<file path="src/rtl/fpu_div16.sv">
// fpu_div16: iterative IEEE-754 binary16 divider, fpuOut = fpuIn1 / fpuIn2.
// Restoring division produces 1 quotient bit per cycle. Rounding is round-to-nearest-even.
// It uses the same start/done handshake as fpuMul16.
// Ports:
//   clock        in   1   single clock, posedge
//   reset        in   1   synchronous, active-high; aborts any operation in flight
//   fpuIn1       in  16   dividend, latched when start is accepted in IDLE
//   fpuIn2       in  16   divisor, latched when start is accepted in IDLE
//   start        in   1   request, sampled only in IDLE
//   fpuOut       out 16   quotient, held until the next accepted start
//   done         out  1   one-cycle pulse, fpuOut/condCodes/statusFlags valid
//   condCodes    out  4   {N, Z, I, U}
//   statusFlags  out  5   {invalid, divByZero, overflow, underflow, inexact}
// Build option: FPU_DIV_SUBNORM_EN enables subnormal inputs and results.
//   When it is undefined, subnormal inputs are zero and tiny results flush to zero.
module fpu_div16 (
    input  logic        clock,
    input  logic        reset,
    input  logic [15:0] fpuIn1,
    input  logic [15:0] fpuIn2,
    input  logic        start,
    output logic [15:0] fpuOut,
    output logic        done,
    output logic [3:0]  condCodes,
    output logic [4:0]  statusFlags
);
    localparam int unsigned QBITS = 13;

    typedef enum logic [2:0] {
        S_IDLE, S_UNPACK, S_DIVIDE, S_NORM, S_ROUND, S_DONE
    } state_t;

    state_t             r_state;
    logic [15:0]        r_a, r_b;
    logic               r_sign;
    logic signed [6:0]  r_exp;
    logic [11:0]        r_rem;
    logic [10:0]        r_sig2;
    logic [12:0]        r_q;
    logic               r_sticky, r_tiny;
    logic [3:0]         r_cnt;

    // Return {unbiased-offset exponent, significand with hidden bit}.
    // A subnormal is renormalised so that bit 10 is set.
    function automatic logic [17:0] unpack_op(input logic [15:0] x);
        logic [10:0] sig;
        logic [6:0]  e;
        sig = {1'b1, x[9:0]};
        e   = {2'b00, x[14:10]};
`ifdef FPU_DIV_SUBNORM_EN
        if (x[14:10] == 5'd0) begin
            sig = {1'b0, x[9:0]};
            e   = 7'd1;
            for (int i = 0; i < 10; i++) begin
                if (!sig[10]) begin
                    sig = {sig[9:0], 1'b0};
                    e   = e - 7'd1;
                end
            end
        end
`endif
        return {e, sig};
    endfunction

    // Condition codes {N, Z, I, U}. N is suppressed for NaN.
    function automatic logic [3:0] cond_of(input logic [15:0] x);
        logic nan;
        nan = (x[14:10] == 5'h1F) && (x[9:0] != 10'd0);
        return {x[15] & ~nan, x[14:0] == 15'd0, x[14:0] == 15'h7C00, nan};
    endfunction

    // Operand classification
    logic w_a_nan, w_b_nan, w_a_snan, w_b_snan, w_a_inf, w_b_inf, w_a_zero, w_b_zero;
    assign w_a_nan  = (r_a[14:10] == 5'h1F) && (r_a[9:0] != 10'd0);
    assign w_b_nan  = (r_b[14:10] == 5'h1F) && (r_b[9:0] != 10'd0);
    assign w_a_snan = w_a_nan && !r_a[9];
    assign w_b_snan = w_b_nan && !r_b[9];
    assign w_a_inf  = (r_a[14:10] == 5'h1F) && (r_a[9:0] == 10'd0);
    assign w_b_inf  = (r_b[14:10] == 5'h1F) && (r_b[9:0] == 10'd0);
`ifdef FPU_DIV_SUBNORM_EN
    assign w_a_zero = (r_a[14:0] == 15'd0);
    assign w_b_zero = (r_b[14:0] == 15'd0);
`else
    assign w_a_zero = (r_a[14:10] == 5'd0);
    assign w_b_zero = (r_b[14:10] == 5'd0);
`endif

    // Unpack: align so that the quotient falls in [1,2)
    logic [17:0]       w_u1, w_u2;
    logic signed [6:0] w_e1, w_e2, w_exp;
    logic [10:0]       w_sig1, w_sig2;
    logic              w_sig1_lt, w_sign;
    logic [11:0]       w_rem0;
    assign w_u1      = unpack_op(r_a);
    assign w_u2      = unpack_op(r_b);
    assign w_e1      = w_u1[17:11];
    assign w_e2      = w_u2[17:11];
    assign w_sig1    = w_u1[10:0];
    assign w_sig2    = w_u2[10:0];
    assign w_sig1_lt = (w_sig1 < w_sig2);
    assign w_sign    = r_a[15] ^ r_b[15];
    assign w_exp     = w_e1 - w_e2 + 7'sd15 - (w_sig1_lt ? 7'sd1 : 7'sd0);
    assign w_rem0    = w_sig1_lt ? {w_sig1, 1'b0} : {1'b0, w_sig1};

    // Special-operand result, in priority order
    logic        w_special;
    logic [15:0] w_spec_res;
    logic [4:0]  w_spec_flags;
    always_comb begin
        w_special    = 1'b1;
        w_spec_res   = 16'h0000;
        w_spec_flags = 5'b00000;
        if (w_a_nan || w_b_nan) begin
            w_spec_res   = 16'h7E00;
            w_spec_flags = {w_a_snan | w_b_snan, 4'b0000};
        end else if ((w_a_zero && w_b_zero) || (w_a_inf && w_b_inf)) begin
            w_spec_res   = 16'h7E00;
            w_spec_flags = 5'b10000;
        end else if (w_a_inf) begin
            w_spec_res   = {w_sign, 15'h7C00};
        end else if (w_b_inf) begin
            w_spec_res   = {w_sign, 15'h0000};
        end else if (w_b_zero) begin
            w_spec_res   = {w_sign, 15'h7C00};
            w_spec_flags = 5'b01000;
        end else if (w_a_zero) begin
            w_spec_res   = {w_sign, 15'h0000};
        end else begin
            w_special    = 1'b0;
        end
    end

    // One restoring step: keep the trial difference only when non-negative
    logic [12:0] w_diff;
    logic [11:0] w_rem_next;
    assign w_diff     = {1'b0, r_rem} - {2'b00, r_sig2};
    assign w_rem_next = w_diff[12] ? r_rem : w_diff[11:0];

`ifdef FPU_DIV_SUBNORM_EN
    // Denormalising shift for tiny results. Shifted-out bits fold into sticky.
    logic [3:0]  w_sh;
    logic [27:0] w_wide;
    assign w_sh   = (r_exp <= -7'sd14) ? 4'd15 : 4'(7'sd1 - r_exp);
    assign w_wide = {r_q, 15'd0} >> w_sh;
`endif

    // RNE on {guard, round|sticky}. The hidden bit adds back the exponent minus one,
    // so a mantissa carry-out propagates straight into the exponent field.
    logic        w_guard, w_rs, w_inexact, w_up, w_ovf;
    logic [14:0] w_packed;
    logic [15:0] w_res;
    logic [4:0]  w_flags;
    assign w_guard   = r_q[1];
    assign w_rs      = r_q[0] | r_sticky;
    assign w_inexact = w_guard | w_rs;
    assign w_up      = w_guard & (w_rs | r_q[2]);
    assign w_packed  = {r_exp[4:0] - 5'd1, 10'd0} + {4'd0, r_q[12:2]} + {14'd0, w_up};
    assign w_ovf     = (r_exp >= 7'sd31) || (w_packed[14:10] == 5'h1F);

    always_comb begin
        w_res   = {r_sign, w_packed};
        w_flags = {4'b0000, w_inexact};
`ifdef FPU_DIV_SUBNORM_EN
        w_flags[1] = r_tiny & w_inexact;
        if (w_ovf) begin
            w_res   = {r_sign, 15'h7C00};
            w_flags = 5'b00101;
        end
`else
        if (r_tiny) begin
            w_res   = {r_sign, 15'h0000};
            w_flags = 5'b00011;
        end else if (w_ovf) begin
            w_res   = {r_sign, 15'h7C00};
            w_flags = 5'b00101;
        end
`endif
    end

    // Control FSM and datapath registers
    always_ff @(posedge clock) begin
        if (reset) begin
            r_state     <= S_IDLE;
            r_a         <= 16'h0000;
            r_b         <= 16'h0000;
            r_sign      <= 1'b0;
            r_exp       <= 7'sd0;
            r_rem       <= 12'd0;
            r_sig2      <= 11'd0;
            r_q         <= 13'd0;
            r_sticky    <= 1'b0;
            r_tiny      <= 1'b0;
            r_cnt       <= 4'd0;
            fpuOut      <= 16'h0000;
            done        <= 1'b0;
            condCodes   <= 4'd0;
            statusFlags <= 5'd0;
        end else begin
            done <= 1'b0;
            case (r_state)
                S_IDLE: begin
                    if (start) begin
                        r_a     <= fpuIn1;
                        r_b     <= fpuIn2;
                        r_state <= S_UNPACK;
                    end
                end
                S_UNPACK: begin
                    r_sign <= w_sign;
                    if (w_special) begin
                        fpuOut      <= w_spec_res;
                        statusFlags <= w_spec_flags;
                        condCodes   <= cond_of(w_spec_res);
                        done        <= 1'b1;
                        r_state     <= S_DONE;
                    end else begin
                        r_rem   <= w_rem0;
                        r_sig2  <= w_sig2;
                        r_exp   <= w_exp;
                        r_q     <= 13'd0;
                        r_cnt   <= 4'd0;
                        r_state <= S_DIVIDE;
                    end
                end
                S_DIVIDE: begin
                    r_q   <= {r_q[11:0], ~w_diff[12]};
                    r_rem <= 12'({w_rem_next, 1'b0});
                    r_cnt <= r_cnt + 4'd1;
                    if (r_cnt == 4'(QBITS - 1)) r_state <= S_NORM;
                end
                S_NORM: begin
`ifdef FPU_DIV_SUBNORM_EN
                    if (r_exp <= 7'sd0) begin
                        r_q      <= w_wide[27:15];
                        r_sticky <= (|r_rem) | (|w_wide[14:0]);
                        r_exp    <= 7'sd1;
                        r_tiny   <= 1'b1;
                    end else begin
                        r_sticky <= |r_rem;
                        r_tiny   <= 1'b0;
                    end
`else
                    r_sticky <= |r_rem;
                    r_tiny   <= (r_exp <= 7'sd0);
`endif
                    r_state <= S_ROUND;
                end
                S_ROUND: begin
                    fpuOut      <= w_res;
                    statusFlags <= w_flags;
                    condCodes   <= cond_of(w_res);
                    done        <= 1'b1;
                    r_state     <= S_DONE;
                end
                S_DONE:  r_state <= S_IDLE;
                default: r_state <= S_IDLE;
            endcase
        end
    end
endmodule

</file>
<file path="config.mk">
export PLATFORM = sky130hd
export DESIGN_NAME = fpu_div16
export DESIGN_NICKNAME = d
export VERILOG_FILES = /design/src/rtl/fpu_div16.sv
export SDC_FILE = /design/constraint.sdc
export NUM_CORES = 1
export LEC_CHECK = 0
export BUFFER_PORTS_ARGS = -buffer_cell sky130_fd_sc_hd__buf_2
export CAP_MARGIN = 20
export CORE_AREA = 2 2 91 137
export CTS_BUF_LIST = sky130_fd_sc_hd__clkbuf_8
export CTS_CLUSTER_DIAMETER = 100
export CTS_CLUSTER_SIZE = 30
export DETAILED_ROUTE_END_ITERATION = 8
export DIE_AREA = 0 0 93 139
export GPL_TIMING_DRIVEN = 0
export PLACE_DENSITY = 0.73
export SLEW_MARGIN = 10
export SYNTH_ARGS = -nofsm -noshare
export SYNTH_HDL_FRONTEND = slang
export SYNTH_SLANG_ARGS = --single-unit
</file>
<file path="constraint.sdc">
create_clock -name clock -period 3.5 [get_ports clock]
set_input_delay 0.175 -clock clock [delete_from_list [all_inputs] [get_ports clock]]
set_output_delay 0.175 -clock clock [all_outputs]
set_load 0.1 [all_outputs]
</file>
== Word level (Yosys, flattened, before mapping) ==
Cells that the tools add are included.

* $lt $le $gt $ge: 3
* Reductions and logical operators: 34
* $add $sub $neg: 8
* Equality and inequality tests: 16
* Mux-type cells: 42
* Bitwise gates (word level): 12

{| class="wikitable"
|+ Operators with widths
! cell !! count
|-
| two-way mux 16 bit || 7
|-
| nonzero test 10 bit || 4
|-
| one-hot mux 16 bit (2 select lines) || 1
|-
| equality test 15 bit, second input constant || 2
|-
| logical NOT 15 bit || 2
|-
| two-way mux 15 bit || 2
|-
| one-hot mux 13 bit (2 select lines) || 1
|-
| equality test 5 bit, second input constant || 5
|-
| two-way mux 12 bit || 2
|-
| one-hot mux 12 bit (2 select lines) || 1
|-
| logical NOT 10 bit || 2
|-
| two-way mux 4 bit || 5
|-
| one-hot mux 4 bit (2 select lines) || 2
|-
| adder 15 x 1 -> 15 bit || 1
|-
| adder 15 x 11 -> 15 bit || 1
|-
| two-way mux 3 bit || 5
|-
| two-way mux 5 bit || 3
|-
| one-hot mux 3 bit (5 select lines) || 1
|-
| two-way mux 13 bit || 1
|-
| subtractor 12 x 11 -> 13 bit || 1
|-
| OR reduction 12 bit || 1
|-
| < comparator 11 bit || 1
|-
| two-way mux 11 bit || 1
|-
| logical AND 1 bit || 10
|-
| other kinds (25) || 53
|}

* Bits of input ports: 35
* Flip-flop bits (word level): 111
* Output and inout port bits: 26

== Depth between registers and ports, before layout ==
Gate-level depths: netlist (run 1).

* Depth after elaboration: 13
* Gate-level depth with buffers: 16

== Least setup slack after synthesis (run 1) ==
OpenSTA, ideal clock, no wires.

* Path kind: register -> register
* Start point: register r_b[6]
* End point: register r_exp[5]
* Arrival: 3,292 ps
* Setup time: 70 ps
* Cell stages (with the launch flop): 15
* Slack: 137 ps
* Required time: 3,430 ps
* Cell sequence: dfxtp_1 inv_1 ha_1 a21o_1 a2111oi_2 a21o_1 inv_1 ha_1 ha_1 fa_1 a21o_1 a21oi_1 and3_1 o21ai_0 a21oi_1

* Cells in the longest elaborated chain, start to end: 8

{| class="wikitable"
|+ RTL lines
! what !! RTL line !! RTL
|-
| start: declaration || 34 || <nowiki>logic [15:0] r_a, r_b;</nowiki>
|-
| start signal: assignment || 204 || <nowiki>r_b <= fpuIn2;</nowiki>
|-
| parallel branches: the longest is 8 deep, another holds < comparator 11 bit || n/a ||
|-
| end signal: assignment || 219 || <nowiki>r_exp <= w_exp;</nowiki>
|-
| end: declaration || 36 || <nowiki>logic signed [6:0] r_exp;</nowiki>
|}

Parallel ways; which one is timed is not known.
A chain may end at the register's enable or synchronous reset.

== Final worst setup path (run 1) ==
Same ends and word-level chain as after synthesis.

==> results of run 1 <==
metal layers:
layer  global-route usage  wire [um]  up-vias
met5                    0          0        -
met4                0.107        458        0
met3               0.0304        580       33
met2                0.447       8220      130
met1                0.296       6770     2771
li1                     -          -     3026
cell families (layout without fill, tap and decap cells):
kind of cell               Yosys count  count (layout)  synth area share
AOI/OAI and AO/OA                  226             226             0.224
xor gates and xnor gates            30              30            0.0416
adders and majority gates           40              40            0.0828
buffers and inverters              102             182            0.0618
DFF                                111             111             0.352
muxes                               11              11            0.0178
and+or+nand+nor                    304             304             0.221
repair_timing:
action | in CTS | in global routing
hold buffers | 1 | 0
endpoints found under the setup margin | 1 | 8
pin swaps | 1 | 1
setup buffers | 0 | 3
resized for setup | 1 | 3
hold endpoints to repair | 1 | 0
cells in the mapped netlist, types with 4 or more instances:
master / count
a211oi_1: 24
a21o_1: 7
a21oi_1: 95
a22oi_1: 10
a31oi_1: 4
and2_1: 5
and3_1: 8
buf_2: 6
clkbuf_1: 39
dfxtp_1: 111
ha_1: 37
inv_1: 54
mux2i_1: 9
nand2_1: 137
nand2b_1: 7
nand3_1: 28
nand4_1: 7
nor2_1: 59
nor2b_1: 5
nor3_1: 15
nor3b_1: 5
nor4_1: 8
o211ai_1: 5
o21a_1: 7
o21ai_0: 31
o22ai_1: 9
or2_2: 5
or3_1: 4
xnor2_1: 20
xor2_1: 10
power groups by stage:
stage,sequential [mW],clock (mW),combinational [mW]
global route,1.52,0.824,2.12
floorplan,1.78,0,1.23
finish,1.50,0.759,1.92
detailed placement,1.53,0,1.88
global placement,1.53,0,1.86
CTS,1.50,0.769,1.89
sequential cells by signal, indices dropped and copies added (netlist names):
signal and flops:
fpuOut 16, r_a 16, r_b 16, r_q 13, r_rem 12, r_sig2 11
r_exp 7, statusFlags 5, condCodes 4, r_cnt 4, r_state 3, done 1
r_sign 1, r_sticky 1, r_tiny 1
through the flow:
stage / setup TNS (ns) / instances / power, mW
6_report: 0 / 1057 / 4.18
5_1_grt: -0.131 / 1057 / 4.46
4_1_cts: 0 / 1055 / 4.17
3_5_place_dp: -0.216 / 1038 / 3.41
3_3_place_gp: -0.226 / 1037 / 3.39
2_1_floorplan: 0 / 824 / 3.00
path summary, 6_finish.rpt:
| kind | to | slack [ns] | start | depth (start not counted) |
|---|---|---|---|---|
| max | r_exp[5] | 0.11 | r_b[6] | 14 |
| min | r_b[15] | 0.01 | fpuIn2[15] | 3 |
| max reg2reg | r_exp[5] | 0.11 | r_b[6] | 14 |
| min reg2reg | statusFlags[4] | 0.46 | statusFlags[4] | 2 |
critical path, stage by stage (launching register included):
cell       delay (ns)
dfxtp_2          0.38
inv_1            0.05
ha_1             0.28
a21o_1           0.22
a2111oi_4        0.52
a21o_1           0.23
inv_1            0.09
ha_1             0.18
ha_1             0.20
fa_1             0.40
a21o_1           0.19
a21oi_1          0.18
and3_1           0.17
o21ai_0          0.09
a21oi_1          0.16
final cells by class:
| cell class | instances | share of cell area |
|---|---|---|
| inverters | 54 | 0.0288 |
| multi-input cells | 611 | 0.528 |
| flip-flops and latches | 111 | 0.316 |
| repair buffers | 65 | 0.0479 |
| plain buffers | 47 | 0.0263 |
| well taps | 153 | 0.0272 |
| clock inverters | 7 | 0.00906 |
| clock buffers | 9 | 0.0176 |
==> flow_metrics.env, run 1 <==
export IMPL_outcome="complete, no violations"
export IMPL_cp_start_kind="register"
export IMPL_rows=49
export IMPL_syn_avg_cell_area_um2=7.67
export IMPL_clk_path_buf_depth=2
export IMPL_antenna_found_initial=0
export IMPL_ant_nets=0
export IMPL_first_global_vias=5505
export IMPL_setup_slack_ns=0.105
export IMPL_regArea_mm2=0.00222
export IMPL_vias=5960
export IMPL_p_int_mw=2.33
export IMPL_place_area_mm2=0.00682
export IMPL_netlist_area_mm2=0.00632
export IMPL_antenna_cells=0
export IMPL_clockPowerShare=0.182
export IMPL_path_clk_slew_ns=0.11
export IMPL_switchingPower_mw=1.85
export IMPL_drive_gt1_frac=0.115
export IMPL_drt_pass1_iterations=5
export IMPL_grt_usage=0.250
export IMPL_cp_arrival_ns=3.72
export IMPL_synth_enable_flop_cells=0
export IMPL_area_growth_syn_to_layout_pct=11.5
export IMPL_gp_congestion=0.870
export IMPL_fin_area_mm2=0.00705
export IMPL_die_area_mm2=0.0129
export IMPL_fill_cells=1176
export IMPL_hold_violations=0
export IMPL_swShare=0.442
export IMPL_final_common_cell="nand2_1"
export IMPL_drcViolationCount=0
export IMPL_synth_distinct_cells=61
export IMPL_maxSlewHeadroom=0.306
export IMPL_skew_ns=0.0142
export IMPL_synth_area_top_cells="dfxtp_1 (35%), nand2_1 (8.1%), a21oi_1 (7.5%)"
export IMPL_required_ns=3.83
export IMPL_synth_ff_type="dfxtp_1"
export IMPL_comb_power_share=0.458
export IMPL_path_max_fanout=6
export IMPL_grt_max_degree=21
export IMPL_peakVddDrop_uv=342
export IMPL_synth_top_area_frac=0.352
export IMPL_pwr_share_seq=0.360
export IMPL_io_buffers=60
export IMPL_p_leak_nw=2.79
export IMPL_wire_per_inst_um=15.2
export IMPL_grt_pass1_wl_mm=26.1
export IMPL_critical_path_endpoint_type="register"
export IMPL_root_buffer="clkbuf_8"
export IMPL_max_slew_worst_pin_slew_ns=1.03
export IMPL_synth_top_area_cell="dfxtp_1"
export IMPL_grt_overflow_total=0
export IMPL_slew_viol_final=0
export IMPL_grt_setup_unrepaired="yes"
export IMPL_fin_crit_ns=3.39
export IMPL_post_place_ws_ns=-0.216
export IMPL_drtIter0Drc=256
export IMPL_layout_common_cells="nand2_1 (137), dfxtp_1 (110), a21oi_1 (95), buf_2 (67), nor2_1 (59)"
export IMPL_ys_warn_count=0
export IMPL_cts_tree="built"
export IMPL_final_nets=974
export IMPL_htreeDepth=3
export IMPL_clk_latency_ns=0.39
export IMPL_holdWs_ns=0.0115
export IMPL_fmax_mhz=295
export IMPL_synth_cells=824
export IMPL_yosysSeqAreaShare=0.352
export IMPL_die_h_um=139
export IMPL_finalCritPeriodShare=0.970
export IMPL_final_util=0.599
export IMPL_wl_mm=16.0
export IMPL_finalSetupViolations=0
export IMPL_synth_seq_cells=111
export IMPL_cts_inserted_buffers=9
export IMPL_worst_setup_path_type="register to register"
export IMPL_clock_sinks=111
export IMPL_viasPerCell=5.64
export IMPL_multi_input_area_mm2=0.00372
export IMPL_power_density_mw_per_mm2=593
export IMPL_fp_coreArea_mm2=0.0118
export IMPL_syn_num_nets=899
export IMPL_start_util=0.537
export IMPL_die_w_um=93
export IMPL_hold_path_class="input port to register"
export IMPL_place_hpwl_mm=12.3
export IMPL_async_flop_share=0
export IMPL_boundaryPins=61
export IMPL_max_cap_violations=0
(Power assumes the default switching activity.)
==> run 2, diff against run 1 <==
- CORE_AREA: 2 2 91 137 -> 2 2 111 113
- DIE_AREA: 0 0 93 139 -> 0 0 113 115
- MAX_ROUTING_LAYER: default -> met4
- RECOVER_POWER: default -> 25
==> run 2 against run 1 <==
The flow now finishes with violations (design-rule violations); sequential share of layout area decreased by 0.78 points; global-route usage increased by 1.3 points; die area up 0.53%; power grew 0.69%; sequential cell count unchanged; routed wire length fell by 0.91%; fmax increased by 4.4%; final cell count is 1.3% higher; count of clock-buffer cells in the layout did not move; hold slack improved by 0.011 ns; worst setup slack improved by 0.14 ns; critical endpoint unchanged; largest cell class unchanged.
==> flow_metrics.env, run 2 (synthesis results as in run 1) <==
export IMPL_rows=40
export IMPL_outcome="finished with violations"
export IMPL_required_ns=3.83
export IMPL_drtIter0Drc=435
export IMPL_fmax_mhz=307
export IMPL_fp_coreArea_mm2=0.0118
export IMPL_maxSlewHeadroom=0.220
export IMPL_clk_latency_ns=0.40
export IMPL_cp_arrival_ns=3.59
export IMPL_max_slew_worst_pin_slew_ns=1.17
export IMPL_gp_congestion=0.916
export IMPL_drive_gt1_frac=0.0833
export IMPL_drt_pass1_iterations=7
export IMPL_drcViolationCount=2
export IMPL_grt_usage=0.264
export IMPL_grt_max_degree=19
export IMPL_hold_violations=0
export IMPL_fin_crit_ns=3.25
export IMPL_grt_overflow_total=0
export IMPL_grt_pass1_wl_mm=27.0
export IMPL_die_h_um=115
export IMPL_fin_setup_tns_ns=0
export IMPL_critical_path_endpoint_type="register"
export IMPL_root_buffer="clkbuf_8"
export IMPL_path_max_fanout=10
export IMPL_final_nets=994
export IMPL_place_area_mm2=0.00680
export IMPL_clk_path_buf_depth=2
export IMPL_htreeDepth=3
export IMPL_die_area_mm2=0.0130
export IMPL_vias=6021
export IMPL_finalSetupViolations=0
export IMPL_multi_input_area_mm2=0.00372
export IMPL_antenna_cells=0
export IMPL_fill_cells=1129
export IMPL_finalCritPeriodShare=0.929
export IMPL_post_place_ws_ns=-0.302
export IMPL_fin_area_mm2=0.00722
export IMPL_die_w_um=113
export IMPL_path_clk_slew_ns=0.10
export IMPL_p_total_mw=4.21
export IMPL_io_buffers=60
export IMPL_grt_setup_unrepaired="no"
export IMPL_cts_tree="built"
export IMPL_p_leak_nw=2.76
export IMPL_peakVddDrop_uv=381
export IMPL_wl_mm=15.9
export IMPL_final_common_cell="nand2_1"
export IMPL_cp_start_kind="register"
export IMPL_regArea_mm2=0.00222
export IMPL_skew_ns=0.00830
export IMPL_start_util=0.535
export IMPL_clock_sinks=111
export IMPL_layout_common_cells="nand2_1 (137), dfxtp_1 (111), a21oi_1 (95), clkbuf_1 (63), nor2_1 (58)"
export IMPL_wire_per_inst_um=14.8
export IMPL_violations="design-rule violations"
export IMPL_slew_viol_final=0
export IMPL_power_density_mw_per_mm2=583
export IMPL_area_growth_syn_to_layout_pct=14.3
export IMPL_setup_slack_ns=0.247
export IMPL_place_hpwl_mm=11.8
export IMPL_viasPerCell=5.62
export IMPL_worst_setup_path_type="register to register"
export IMPL_cts_inserted_buffers=9
export IMPL_ant_nets=0
export IMPL_boundaryPins=61
export IMPL_antenna_found_initial=0
export IMPL_hold_path_class="input port to register"
export IMPL_reg_top3="fpuOut x16, r_a x16, r_b x16"
export IMPL_first_global_vias=5615
export IMPL_max_cap_violations=0
## run 2: changes by cell type in the layout (fill, tap and decap cells not counted), sizes merged, moves of 2 or more
cell	before	now
dlygate4sd3	1	23
clkinvlp	0	2
inv	57	55
clkbuf	47	73
buf	73	45
## run 2: per-stage QoR
stage	utilization	hold slack, ns	cells
after floorplan	-	0.311	824
after global placement	0.576	0.416	1031
after detailed placement	0.576	0.419	1031
after CTS	0.614	0.000167	1071
after global routing	0.611	0.00386	1071
final	0.611	0.0227	1071
## run 2: layout make-up
type                            instances  area share
Tap cell                              147      0.0255
Clock inverter                          7     0.00988
Timing Repair Buffer                   85      0.0707
Buffer                                 47      0.0256
Multi-Input combinational cell        611       0.515
Clock buffer                            9      0.0172
Inverter                               54      0.0281
Sequential cell                       111       0.308
## run 2: repair_timing
action                                  in CTS  in global routing
setup buffers                                1                  0
gates resized for setup                      1                  4
endpoints found under the setup margin       2                  9
pin swaps                                    1                  0
hold buffers                                23                  0
endpoints found under the hold margin       23                  0
## run 2: worst max-delay path, cell delays in order, from the launching register on
cell and delay (ns):
dfxtp_1 0.43, inv_1 0.07, ha_1 0.26, a21o_1 0.15, a21oi_1 0.16, o21a_2 0.27, a21o_1 0.19, inv_1 0.10
ha_1 0.19, ha_1 0.21, fa_1 0.40, a21o_1 0.19, a21oi_1 0.17, and3_1 0.17, o21ai_0 0.08, a21oi_1 0.16
## run 2: worst paths after layout
check,start,endpoint,slack (ns),depth (start not counted)
setup / recovery,r_b[1],r_exp[5],0.25,15
hold / removal,fpuIn1[4],r_a[4],0.02,3
setup reg to reg,r_b[1],r_exp[5],0.25,15
hold reg to reg,condCodes[0],condCodes[0],0.45,2
## run 2: power by group
| group | switching, mW | total, mW | internal (mW) | leakage (nW) |
|---|---|---|---|---|
| registers | 0.114 | 1.50 | 1.39 | 0.902 |
| logic | 1.25 | 1.92 | 0.666 | 1.76 |
| clock network | 0.456 | 0.788 | 0.332 | 0.0969 |
| total | 1.82 | 4.21 | 2.39 | 2.76 |
## run 2: metal layers
| metal | up-vias | track usage | wire length, um |
|---|---|---|---|
| met5 | - | - | 0 |
| met4 | 0 | 0.0927 | 366 |
| met3 | 26 | 0.0448 | 776 |
| met2 | 160 | 0.414 | 7240 |
| met1 | 2760 | 0.345 | 7500 |
| li1 | 3075 | - | - |
==> run 3, diff against run 2 <==
- ABC_AREA: default -> 1
- CORE_AREA: 2 2 111 113 -> 2 2 110 112
- DIE_AREA: 0 0 113 115 -> 0 0 112 114
==> run 3 against run 2 <==
The run now ends clean; worst setup slack better by 0.33 ns; sequential share of layout area is 1.7 points higher; die area is 1.7% lower; synthesized cell count is 5.9% higher; sequential cell count stayed put; via count is 0.37% lower; global-route usage is 0.87 points lower; count of clock-buffer cells in the layout stayed put.
==> flow_metrics.env, run 3 <==
export IMPL_r2r_start="r_b[4]"
export IMPL_skew_ns=0.0133
export IMPL_first_global_vias=5316
export IMPL_clk_path_buf_depth=2
export IMPL_max_cap_violations=0
export IMPL_outcome="complete, no violations"
export IMPL_wl_mm=15.4
export IMPL_grt_setup_unrepaired="no"
export IMPL_layout_common_cells="nand2_1 (144), a21oi_1 (122), dfxtp_1 (111), inv_1 (105), o21ai_0 (97)"
export IMPL_synth_enable_flop_cells=0
export IMPL_fp_coreArea_mm2=0.0117
export IMPL_start_util=0.528
export IMPL_final_nets=1018
export IMPL_cp_start_kind="register"
export IMPL_drtIter0Drc=427
export IMPL_yosysMostFrequentCell="nand2_1"
export IMPL_synth_cells=873
export IMPL_synth_seq_cells=111
export IMPL_min_to="r_a[9]"
export IMPL_postCtsResizedCells=0
export IMPL_grt_max_degree=18
export IMPL_maxSlewHeadroom=0.216
export IMPL_rows=40
export IMPL_worstRegToRegCells=16
export IMPL_async_flop_share=0
export IMPL_antenna_cells=0
export IMPL_syn_num_nets=948
export IMPL_netlist_area_mm2=0.00618
export IMPL_ant_nets=0
export IMPL_die_h_um=114
export IMPL_drive_gt1_frac=0.0865
export IMPL_fmax_mhz=342
export IMPL_worst_setup_path_type="register to register"
export IMPL_required_ns=3.79
export IMPL_reg_top3="fpuOut x16, r_a x16, r_b x16"
export IMPL_synth_top_area_cell="dfxtp_1"
export IMPL_worst_r2r_endpoint="r_exp[5]"
export IMPL_io_buffers=59
export IMPL_synth_area_top_cells="dfxtp_1 (36%), a21oi_1 (9.9%), nand2_1 (8.7%)"
export IMPL_hold_violations=0
export IMPL_die_w_um=112
export IMPL_post_cts_buffers=0
export IMPL_clock_sinks=111
export IMPL_grt_usage=0.255
export IMPL_wire_per_inst_um=14.1
export IMPL_hold_path_class="input port to register"
export IMPL_fin_setup_tns_ns=0
export IMPL_post_place_ws_ns=0.580
export IMPL_finalCritPeriodShare=0.835
export IMPL_synth_top_area_frac=0.359
export IMPL_grt_pass1_wl_mm=25.6
export IMPL_max_slew_worst_pin_slew_ns=1.18
export IMPL_hold_path_depth=3
export IMPL_finalSetupViolations=0
export IMPL_grt_overflow_total=0
export IMPL_die_area_mm2=0.0128
export IMPL_root_buffer="clkbuf_8"
export IMPL_final_common_cell="nand2_1"
export IMPL_path_clk_slew_ns=0.11
export IMPL_slew_viol_final=0
export IMPL_setup_slack_ns=0.577
export IMPL_reg2reg_slack_ns=0.58
export IMPL_vias=5999
export IMPL_gp_congestion=0.905
export IMPL_ys_warn_count=0
export IMPL_critical_path_endpoint_type="register"
export IMPL_cts_tree="built"
export IMPL_clk_latency_ns=0.40
export IMPL_cp_arrival_ns=3.21
export IMPL_startpoint="r_b[4]"
export IMPL_synth_ff_type="dfxtp_1"
export IMPL_yosysSeqAreaShare=0.359
export IMPL_area_growth_syn_to_layout_pct=10.7
export IMPL_place_hpwl_mm=11.8
export IMPL_path_max_fanout=10
export IMPL_cts_inserted_buffers=9
export IMPL_hold_start="fpuIn1[9]"
export IMPL_syn_avg_cell_area_um2=7.08
export IMPL_cts_hold_fix_buffers=0
export IMPL_antenna_found_initial=0
export IMPL_viasPerCell=5.48
export IMPL_htreeDepth=3
export IMPL_boundaryPins=61
export IMPL_synth_common_cells="nand2_1 (144), a21oi_1 (122), dfxtp_1 (111), inv_1 (103), o21ai_0 (97)"
export IMPL_fin_crit_ns=2.92
export IMPL_drt_pass1_iterations=7
export IMPL_synth_distinct_cells=48
export IMPL_drcViolationCount=0
## run 3: changes by cell type after synthesis, moves of 14 or more
cell | previous run | this run
xnor2_1 | 20 | 6
inv_1 | 54 | 103
a21oi_1 | 95 | 122
o21ai_0 | 31 | 97
a211oi_1 | 24 | 2
nand3_1 | 28 | 50
## run 3: cells by family (layout without fill, tap and decap cells)
| kind of cell | Yosys count | after routing | share of synthesized area |
|---|---|---|---|
| xor gates and xnor gates | 16 | 16 | 0.0227 |
| AOI/OAI and AO/OA | 263 | 263 | 0.229 |
| and+or+nand+nor | 296 | 296 | 0.212 |
| DFF | 111 | 111 | 0.359 |
| adders and majority gates | 40 | 40 | 0.0846 |
| buffers and inverters | 147 | 222 | 0.0920 |
## run 3: worst max-delay path, stage by stage (launching register included)
cell	delay, ns
dfxtp_1	0.39
inv_1	0.08
ha_1	0.29
a21oi_1	0.13
o21ai_0	0.09
nand2_1	0.06
nand3_1	0.11
clkbuf_1	0.22
ha_1	0.23
ha_1	0.21
fa_1	0.41
nand2_1	0.09
nand2_1	0.05
a21oi_1	0.15
xnor2_1	0.08
o21ai_0	0.18
a21oi_1	0.05
## run 3: final cells by class
cell class                      count  area, um^2
Buffer                             39         164
Clock buffer                        9         124
Clock inverter                      7        88.8
Fill cell                        1173        4870
Inverter                          108         405
Multi-Input combinational cell    615        3390
Sequential cell                   111        2220
Tap cell                          147         184
Timing Repair Buffer               59         263
## run 3: through the flow
stage	util	hold WS, ns	cell area (um^2)	instances
after floorplan	-	0.368	6180	873
after CTS	0.587	0.0420	6880	1095
after global routing	0.584	0.0493	6840	1095
after detailed placement	0.569	0.449	6660	1079
final	0.584	0.0435	6840	1095
after global placement	0.569	0.446	6660	1079
## run 3: per-layer routing
metal,GRT usage,part of all wire,vias to the layer above
li1,-,-,3090
met1,0.334,0.47,2702
met2,0.406,0.46,177
met3,0.0388,0.053,30
met4,0.0894,0.023,0
met5,-,0,-
## run 3: worst max path at each step
| stage | end | slack [ns] | cells past startpoint |
|---|---|---|---|
| after global placement | r_exp[5] | 0.62 | 16 |
| after global routing | r_exp[5] | 0.24 | 16 |
| after floorplan | r_exp[5] | 0.91 | 15 |
| after CTS | r_exp[5] | 0.57 | 16 |
| final | r_exp[5] | 0.58 | 16 |
| after detailed placement | r_exp[5] | 0.58 | 16 |
Power of run 3 is not shown: default switching activity piles up to over one toggle a cycle in this logic, so the estimate is an artifact.
